### config.mk
export PLATFORM = sky130hd
export DESIGN_NAME = dut_access_arbiter
export DESIGN_NICKNAME = d
export VERILOG_FILES = /design/src/rtl/dut_if_pkg.sv /design/src/rtl/rr_arbiter.sv /design/src/rtl/dut_access_arbiter.sv
export SDC_FILE = /design/constraint.sdc
export NUM_CORES = 1
export LEC_CHECK = 0
export ABC_CLOCK_PERIOD_IN_PS = 2700
export BUFFER_PORTS_ARGS = -buffer_cell sky130_fd_sc_hd__buf_2
export CAP_MARGIN = 20
export CORE_MARGIN = 2
export CORE_UTILIZATION = 50
export CTS_CLUSTER_DIAMETER = 40
export DETAILED_ROUTE_END_ITERATION = 7
export PLACE_DENSITY = 0.82
export SLEW_MARGIN = 0
export SYNTH_ARGS = -nofsm -noshare
export SYNTH_HDL_FRONTEND = slang
export SYNTH_HIERARCHICAL = 1
export SYNTH_SLANG_ARGS = --single-unit
export TNS_END_PERCENT = 100
### constraint.sdc
create_clock -name CLK -period 2.7 [get_ports CLK]
set_clock_uncertainty 0.15 [all_clocks]
set_input_delay 0.405 -clock CLK [delete_from_list [all_inputs] [get_ports CLK]]
set_output_delay 0.405 -clock CLK [all_outputs]
set_load 0.005 [all_outputs]
### src/rtl/dut_if_pkg.sv
// Shared types for the dut register-access ports: widths, arbiter FSM states
// and the write/read op encoding.
package dut_if_pkg;
   localparam int unsigned ADDR_W = 3;
   localparam int unsigned DATA_W = 1;

   typedef enum logic [1:0] {IDLE, ISSUE, RESP} state_e;
   typedef enum logic {OP_READ = 1'b0, OP_WRITE = 1'b1} op_e;
endpackage

### src/rtl/rr_arbiter.sv
// Combinational round-robin picker: one-hot grant and index of the first
// asserted request at or after ptr, searching circularly.
module rr_arbiter #(
   parameter int unsigned N = 2,
   localparam int unsigned IW = (N > 1) ? $clog2(N) : 1
) (
   input  logic [N-1:0]  req,
   input  logic [IW-1:0] ptr,
   output logic [N-1:0]  grant,
   output logic [IW-1:0] idx
);

   always_comb begin
      logic [IW-1:0] j;
      logic          found;
      grant = '0;
      idx   = '0;
      found = 1'b0;
      j     = '0;
      for (int unsigned i = 0; i < N; i++) begin
         j = IW'((32'(ptr) + i) % N);
         if (!found && req[j]) begin
            found    = 1'b1;
            grant[j] = 1'b1;
            idx      = j;
         end
      end
   end

endmodule

### src/rtl/dut_access_arbiter.sv
// Shares the dut write/read register ports between NUM_REQ requesters, one
// transaction at a time. Optional rdy timeout abort under `ARB_TIMEOUT_EN.
module dut_access_arbiter
   import dut_if_pkg::*;
#(
   parameter int unsigned NUM_REQ = 2,
   parameter int unsigned TIMEOUT = 15
) (
   input  logic                      CLK,
   input  logic                      RST_N,
   input  logic [NUM_REQ-1:0]        req_valid,
   input  logic [NUM_REQ-1:0]        req_write,
   input  logic [ADDR_W*NUM_REQ-1:0] req_addr,
   input  logic [NUM_REQ-1:0]        req_wdata,
   output logic [NUM_REQ-1:0]        req_ready,
   output logic [NUM_REQ-1:0]        rsp_valid,
   output logic [DATA_W-1:0]         rsp_data,
   output logic                      rsp_err,
   output logic [ADDR_W-1:0]         write_address,
   output logic [DATA_W-1:0]         write_data,
   output logic                      write_en,
   input  logic                      write_rdy,
   output logic [ADDR_W-1:0]         read_address,
   output logic                      read_en,
   input  logic [DATA_W-1:0]         read_data,
   input  logic                      read_rdy
);

   localparam int unsigned IW = $clog2(NUM_REQ);

   if (NUM_REQ < 2 || NUM_REQ > 8 || TIMEOUT < 1) begin : g_param_check
      $error("dut_access_arbiter: NUM_REQ must be 2..8 and TIMEOUT >= 1");
   end

   state_e             state;
   op_e                op;
   logic [IW-1:0]      ptr;
   logic [IW-1:0]      owner;
   logic [NUM_REQ-1:0] grant;
   logic [IW-1:0]      grant_idx;
   logic               accept;
   logic               fire;
   logic               done;
   logic [ADDR_W-1:0]  sel_addr;
   logic               sel_write;
   logic [DATA_W-1:0]  sel_wdata;

   rr_arbiter #(.N(NUM_REQ)) u_rr (
      .req   (req_valid),
      .ptr   (ptr),
      .grant (grant),
      .idx   (grant_idx)
   );

   assign req_ready = (state == IDLE) ? grant : '0;
   assign accept    = |(req_valid & req_ready);

   // en follows rdy combinationally so it can never be high while rdy is low
   assign write_en = (state == ISSUE) && (op == OP_WRITE) && write_rdy;
   assign read_en  = (state == ISSUE) && (op == OP_READ)  && read_rdy;
   assign fire     = write_en || read_en;

   always_comb begin
      sel_addr  = '0;
      sel_write = 1'b0;
      sel_wdata = '0;
      for (int unsigned i = 0; i < NUM_REQ; i++) begin
         if (grant[i]) begin
            sel_addr  = req_addr[i*ADDR_W +: ADDR_W];
            sel_write = req_write[i];
            sel_wdata = req_wdata[i];
         end
      end
   end

`ifdef ARB_TIMEOUT_EN
   localparam int unsigned CNT_W = $clog2(TIMEOUT + 1);
   logic [CNT_W-1:0] to_cnt;
   logic             abort;
   assign abort = (state == ISSUE) && !fire && (to_cnt == CNT_W'(TIMEOUT - 1));
   assign done  = fire || abort;
`else
   assign done    = fire;
   assign rsp_err = 1'b0;
`endif

   always_ff @(posedge CLK or negedge RST_N) begin
      if (!RST_N) begin
         state         <= IDLE;
         op            <= OP_READ;
         ptr           <= '0;
         owner         <= '0;
         write_address <= '0;
         write_data    <= '0;
         read_address  <= '0;
         rsp_valid     <= '0;
         rsp_data      <= '0;
`ifdef ARB_TIMEOUT_EN
         rsp_err       <= 1'b0;
         to_cnt        <= '0;
`endif
      end else begin
         case (state)
            IDLE: begin
               if (accept) begin
                  owner <= grant_idx;
                  op    <= op_e'(sel_write);
                  ptr   <= (grant_idx == IW'(NUM_REQ - 1)) ? '0 : grant_idx + 1'b1;
                  if (sel_write) begin
                     write_address <= sel_addr;
                     write_data    <= sel_wdata;
                  end else begin
                     read_address  <= sel_addr;
                  end
`ifdef ARB_TIMEOUT_EN
                  to_cnt <= '0;
`endif
                  state <= ISSUE;
               end
            end
            ISSUE: begin
               if (done) begin
                  write_address <= '0;
                  write_data    <= '0;
                  read_address  <= '0;
                  rsp_valid     <= NUM_REQ'(1) << owner;
                  rsp_data      <= (fire && op == OP_READ) ? read_data : '0;
`ifdef ARB_TIMEOUT_EN
                  rsp_err       <= abort;
`endif
                  state <= RESP;
               end
`ifdef ARB_TIMEOUT_EN
               else begin
                  to_cnt <= to_cnt + 1'b1;
               end
`endif
            end
            RESP: begin
               rsp_valid <= '0;
               rsp_data  <= '0;
`ifdef ARB_TIMEOUT_EN
               rsp_err   <= 1'b0;
`endif
               state <= IDLE;
            end
            default: state <= IDLE;
         endcase
      end
   end

endmodule

Word level (Yosys, flattened, before mapping). Cells that the tools add are included.

Bits in registers: 15. Input port bits: 17. Output and inout bits: 15. Logic and storage cells: 84.

Add/subtract/negate cells: 2. Magnitude comparators: 4. Eq/ne operators: 6. Shift operators: 1. Multiplexer cells: 40. Bitwise logic cells: 3. Reductions and logical operators: 19.

Operators with widths (count): $mux W3 (7); $mux W1 (19); $mux W2 (6); $pmux W3 S2 (2); $logic_and A1 B1 Y1 (8); $ne A2 B2 Y1 const B (4); $pmux W2 S2 (2); $reduce_and A4 Y1 (2); $reduce_and A2 Y1 (3); $lt A1 B2 Y1 const B (2); $pmux W1 S2 (2); $reduce_bool A2 Y1 (2); $add A1 B1 Y1 const B (2); $and A2 B2 Y2 (1); $demux W1 S1 (2); $eq A2 B1 Y1 const B (1); $eq A2 B2 Y1 const B (1); $ge A1 B1 Y1 const B (2); $logic_not A2 Y1 (1); $or A2 B2 Y2 (1); $reduce_or A2 Y1 (1); $shl A1 B1 Y2 const A (1); $logic_not A1 Y1 (1); $logic_or A1 B1 Y1 (1); $not A1 Y1 (1).

Depth between registers and ports, before layout. Gate-level depths: netlist of the first run.

Depth after elaboration: 12. Mapped depth: 6. Gate-level depth less buffers: 5.

Cells and area by module. Netlist of the first run, hierarchy kept.

Modules (own cells, without submodules): dut_access_arbiter (times used 1, cells each 69, area each 799.5 um2, sequential area each 375.4 um2); rr_arbiter (times used 1, cells each 4, area each 30.0 um2, sequential area each 0.0 um2).

Worst setup path before layout of the first run. Ideal clock, no wire load.

Path type: input to register. From: in req_valid[1]. To: reg write_address[0]. Library setup time: 0.079 ns. Arrival time: 1.504 ns. Setup slack: 0.966 ns. Stages on the path: 5. Path buffers: 1. Cell sequence: a21boi_1 buf_6 nand3b_4 a2111oi_4 mux2i_1.

Word-level cells in the longest chain between the ends: 11. Elaborated cells on any way between the ends: 23. Classes of those cells: eq/ne: 2; mux: 15; bitwise: 2; reduce/logical: 4.

Ends and longest elaborated chain: start, declared (RTL line dut_access_arbiter.sv:11) `input logic [NUM_REQ-1:0] req_valid,`; $mux W1 (not written as such) (2 in a row) (RTL line rr_arbiter.sv:22) `if (!found && req[j]) begin`; $mux W1 (RTL line rr_arbiter.sv:22); $logic_not A1 Y1 (RTL line rr_arbiter.sv:22); $logic_and A1 B1 Y1 (RTL line rr_arbiter.sv:22); $mux W2 (RTL line rr_arbiter.sv:22); $mux W2 or $mux W3 (tied branches) (RTL line dut_access_arbiter.sv:55, dut_access_arbiter.sv:68); $and A2 B2 Y2 or $mux W3 (tied branches) (RTL line dut_access_arbiter.sv:56, dut_access_arbiter.sv:68); $reduce_or A2 Y1 or $mux W3 (tied branches) (RTL line dut_access_arbiter.sv:56, dut_access_arbiter.sv:109); $ne A2 B2 Y1 (no line) or $mux W3 (tied branches); $reduce_and A4 Y1 (no line) or $pmux W3 S2 (tied branches); end signal, assigned (RTL line dut_access_arbiter.sv:110) `write_address <= sel_addr;`; end, declared (RTL line dut_access_arbiter.sv:19) `output logic [ADDR_W-1:0] write_address,`.

Several ways; a longest one is shown, not always the timed one. The select of a mux whose other input is x is not followed. A chain may end at the register's enable or synchronous reset.

Worst setup path after layout of the first run.
From: reg state[1]. To: out write_en.

Word-level cells in the longest chain between the ends: 3.

Ends and longest elaborated chain: start, declared (RTL line dut_access_arbiter.sv:35) `state_e state;`; start signal, assigned (RTL line dut_access_arbiter.sv:89) `state <= IDLE;`; start signal, assigned (RTL line dut_access_arbiter.sv:118) `state <= ISSUE;`; start signal, assigned (RTL line dut_access_arbiter.sv:131) `state <= RESP;`; $eq A2 B1 Y1 (RTL line dut_access_arbiter.sv:59) `assign write_en = (state == ISSUE) && (op == OP_WRITE) && write_rdy;`; $logic_and A1 B1 Y1 (2 in a row) (RTL line dut_access_arbiter.sv:59); end, declared (RTL line dut_access_arbiter.sv:21) `output logic write_en,`.

Every way passes these cells.

==> results of run 1 <==
-- sequential cells by signal (all words and copies together) (netlist names) --
name           cells
read_address       3
write_address      3
rsp_valid          2
state              2
op                 1
owner              1
ptr                1
rsp_data           1
write_data         1
-- power by group --
part / leakage (nW) / total, mW / switching (mW) / internal (mW)
Combinational: 0.325 / 0.387 / 0.192 / 0.195
Clock: 0.0150 / 0.128 / 0.0709 / 0.0573
Sequential: 0.192 / 0.404 / 0.0812 / 0.322
Total: 0.532 / 0.918 / 0.344 / 0.574
-- kinds of logic after synthesis --
| group | share of synthesized area (%) |
|---|---|
| other | 0.452 |
| AND/OR/NAND/NOR | 14.5 |
| buffers and inverters | 4.98 |
| flip-flops | 45.2 |
| AO/OA/AOI/OAI | 19.8 |
| multiplexers | 15.1 |
-- cell usage in the layout, fill, tap and decap left out, drive strengths merged, types with 2 or more instances in the layout --
cell type  instances
a21boi             3
a21o               2
a22oi              5
and2               2
buf               31
clkbuf             4
dfrtp             15
inv                4
mux2i             11
nand2              3
nand2b             3
nand3b             2
nor2               2
o211ai             2
o21ai              7
-- through the flow --
step	cell area, um2	worst slack, ns
after detailed placement	981	0.663
after CTS	1020	0.583
after floorplan	830	0.966
final	1020	0.583
after global placement	981	0.746
after global routing	1020	0.452
-- cell type report --
cell class | instances | area [um2]
repair buffers | 32 | 168
well taps | 16 | 20.0
flip-flops and latches | 15 | 375
clock buffers | 4 | 26.3
fillers | 126 | 507
inverters | 4 | 15.0
multi-input cells | 51 | 413
-- worst max-delay path: stages (launching register included) --
cell,delay (ns)
dfrtp_1,0.51
nand2b_1,0.36
inv_1,0.10
and3_1,0.19
buf_2,0.12
-- metal layers --
metal  vias to the layer above  share of wire, %
li1                        329                 -
met3                         4               4.5
met5                         -                 0
met2                        16                52
met4                         0              0.91
met1                       332                43
-- repair_timing --
action / CTS / global route
hold buffers: 1 / 0
gates resized for setup: 0 / 0
endpoints found under the hold margin: 15 / 0
-- final timing paths --
kind / cells after the start / end / startpoint
setup / recovery: 4 / write_en / state[1]
hold / removal: 3 / read_address[0] / req_addr[0]
setup reg to reg: 6 / write_data / ptr
hold reg to reg: 1 / rsp_valid[0] / owner
max in group asynchronous: 2 / state[0] / RST_N
min in group asynchronous: 2 / write_address[1] / RST_N
==> results.yml, run 1 <==
global_routing:
  grt-ovfl-total: 0
  first_global_vias: 654
  grt_start_max_net_pins: 16
  grt_usage_pct: 19.7
  grtUsageMet1_pct: 25.3
  grtUsageMet2_pct: 33.3
  grtUsageMet3_pct: 3.20
  antenna_found_initial: 0
  busiest_layer: "met2"
  grt_first_pass_wirelength_mm: 2.87
timing:
  hold_slack_ns: 0.295
  slew_violations: 0
  setup_viol: 0
  tns_ns: 0
  hold_violations: 0
  min_period_ns: 2.12
  rsz0062_at_grt: "no"
  min_period_over_period_pct: 78.4
  clock.fmax_ghz: 0.472
synthesis:
  synth_edf_count: 0
  syn_area_um2: 830
  synthCells: 73
  ys_top_cells_by_count: "15 x dfrtp_1, 10 x mux2i_1, 7 x o21ai_0, 5 x a22oi_1, 4 x inv_1"
  ys_ff_latch: 15
  yosysMostFrequentCell: "dfrtp_1"
  syn_nets: 90
  synth.distinct_cells: 28
  synth_top_cell_area_share_pct: 45.2
  avgSynthCellArea_um2: 11.4
  ys_warn_count: 6
  synthFlopType: "dfrtp_1"
  ys_top_cells_by_area: "dfrtp_1 45%, mux2i_1 12%, a22oi_1 4.5%"
  yosys.area.top_type: "dfrtp_1"
  synth-async-reset-ratio_pct: 100
  seq_area_frac_synth_pct: 45.2
die:
  initial_utilization_pct: 54.4
  ios: 32
  die_w_um: 44.7
  core_um2: 1520
  fp.dieH_um: 44.7
  die_area_um2: 2000
  fp-row-count: 14
route:
  drtAntennaViolNets: 0
  drt_first_pass_iters: 2
  via_per_inst: 5.58
  wl_per_cell_um: 13.5
  drt_wl_total_mm: 1.65
  drtIter0Drc: 7
  vias: 681
  drcViolationCount: 0
setup_path:
  crit_fanout: 11
  setup.worst_path.start_class: "flip-flop"
  path_class: "flip-flop to primary output"
  crit_required_ns: 2.14
  reg2reg_slack_ns: 0.77
  crit_arrival_ns: 1.56
  cp-end-kind: "primary output"
job:
  max_cap_violations: 0
clocking:
  cts_tree: "built"
  cts_buffers: 3
  postCtsSetupRepairBufs: 0
  insertion_delay_ns: 0.28
  root_buffer: "clkbuf_4"
  cts.path.max_buffers: 2
  h-tree-depth: 1
  cts_sinks: 15
  clkTransAtPathRegs_ns: 0.09
power:
  power_density_nw_per_um2: 903
  leakage_nw: 0.532
  total_power_uw: 918
  vdd_drop_max_v: 0.000489
layout:
  syn_to_final_growth_pct: 22.6
  fin_cells: 122
  antennaDiodeCount: 0
  final_util_pct: 66.7
  layout.nets: 124
  drive_gt1_share_pct: 39.6
run_status:
  outcome: "complete, no violations"
placement:
  gp_congestion: 0.793
  io_buffers: 30
  hpwlAfterDp_mm: 1.31
  dp_cells: 117
min_path:
  hp-class: "input pin to flip-flop"
No activity file was read; power rests on OpenSTA's default activity.
==> run 2, diff against run 1 <==
- ABC_CLOCK_PERIOD_IN_PS: 2700 -> 2210
- CORE_UTILIZATION: 50 -> 47
- PLACE_DENSITY: 0.82 -> 0.77
- clock period: 2.7 -> 2.21 ns (I/O delays scaled with it)
==> results.yml, run 2 (synthesis gave the netlist of run 1 again) <==
layout:
  post-route-cell-area_um2: 1030
  layout.nets: 125
  drive_gt1_share_pct: 40.2
  top_regs: "read_address x3, write_address x3"
  syn_to_final_growth_pct: 23.7
  antennaDiodeCount: 0
  layout_commonest_cell: "buf_2"
  fill_cells: 144
  final_cell_mix: "30 x buf_2, 15 x dfrtp_1, 10 x mux2i_1"
clocking:
  postCtsSetupRepairBufs: 0
  insertion_delay_ns: 0.27
  cts_hold_buf: 1
  cts_buffers: 3
  h-tree-depth: 1
  clkTransAtPathRegs_ns: 0.09
  cts.path.max_buffers: 2
  cts_tree: "built"
  root_buffer: "clkbuf_4"
  cts_resized: 0
  cts_sinks: 15
route:
  vias: 682
  drt_first_pass_iters: 4
  drcViolationCount: 0
  wl_per_cell_um: 13.9
  drtIter0Drc: 11
  via_per_inst: 5.50
  drtAntennaViolNets: 0
  drt_wl_total_mm: 1.72
placement:
  gp_congestion: 0.691
  hpwlAfterDp_mm: 1.37
  io_buffers: 30
  placed_area_um2: 990
min_path:
  hold_depth: 3
  hp-class: "input pin to flip-flop"
die:
  ios: 32
  fp.dieH_um: 46.0
  die_area_um2: 2120
  initial_utilization_pct: 49.1
  core_um2: 1690
  die_w_um: 46.0
  fp-row-count: 15
timing:
  tns_ns: 0
  worst_pin_slew_ns: 0.501
  slew_headroom_pct: 66.0
  setup_viol: 0
  hold_violations: 0
  slew_violations: 0
  min_period_ns: 2.05
  rsz0062_at_grt: "no"
  hold_slack_ns: 0.200
  min_period_over_period_pct: 92.9
  clock.fmax_ghz: 0.487
global_routing:
  grt_usage_pct: 18.2
  grt-ovfl-total: 0
  antenna_found_initial: 0
  first_global_vias: 641
  grt_start_max_net_pins: 16
  grt_first_pass_wirelength_mm: 2.74
setup_path:
  worst-r2r-cell-count: 5
  crit_fanout: 11
  rr_endpoint: "write_address[0]"
  rr_startpoint: "ptr"
  crit_required_ns: 1.73
  timing.critical_path.to: "write_en"
  crit_arrival_ns: 1.57
  path_class: "flip-flop to primary output"
  crit_start: "state[1]"
  cp-end-kind: "primary output"
  setup.worst_path.start_class: "flip-flop"
  reg2reg_slack_ns: 0.39
run_status:
  outcome: "complete, no violations"
job:
  max_cap_violations: 0
power:
  power_density_nw_per_um2: 1100
  vdd_drop_max_v: 0.000693
  leakage_nw: 0.537
run 2: worst max-delay path, cell delays in order (launching register included):
cell and delay (ns):
dfrtp_1 0.51, nand2b_1 0.38, inv_1 0.10, and3_1 0.19, buf_2 0.12
run 2: worst min-delay path by stage:
stage | to | from | slack (ns)
after CTS | write_data | req_wdata[0] | 0.20
after global placement | read_address[1] | RST_N | 0.10
after floorplan | op | RST_N | -0.11
final | write_data | req_wdata[0] | 0.20
after detailed placement | read_address[1] | RST_N | 0.10
after global routing | write_data | req_wdata[0] | 0.23
run 2: power breakdown:
| group | switching, mW | internal (mW) | total [mW] |
|---|---|---|---|
| clock | 0.0846 | 0.0699 | 0.154 |
| combinational | 0.239 | 0.245 | 0.484 |
| sequential | 0.0994 | 0.394 | 0.493 |
run 2: per-stage QoR:
stage / util (%) / setup WS, ns / std cells / total power, mW
5_1_grt: 60.7 / 0.0163 / 124 / 1.23
6_report: 60.7 / 0.156 / 124 / 1.13
4_1_cts: 60.7 / 0.135 / 124 / 1.15
3_3_place_gp: 58.6 / 0.399 / 119 / 0.968
3_5_place_dp: 58.6 / 0.352 / 119 / 0.991
2_1_floorplan: - / 0.492 / 73 / 0.806
run 2: metal layers:
layer	up-vias	routed length, um	GRT usage (%)
li1	331	-	-
met1	330	807	24.2
met2	19	824	29.2
met3	2	85	3.57
met4	0	4	6.86
met5	-	0	0
run 2: final cells by class:
cell class                 count  area [um2]  share of cell area (%)
clock buffer                   4        26.3                    2.56
sequential                    15         375                    36.6
tap                           17        21.3                    2.07
timing repair buffer          33         175                    17.1
multi-input combinational     51         413                    40.2
inverter                       4        15.0                    1.46
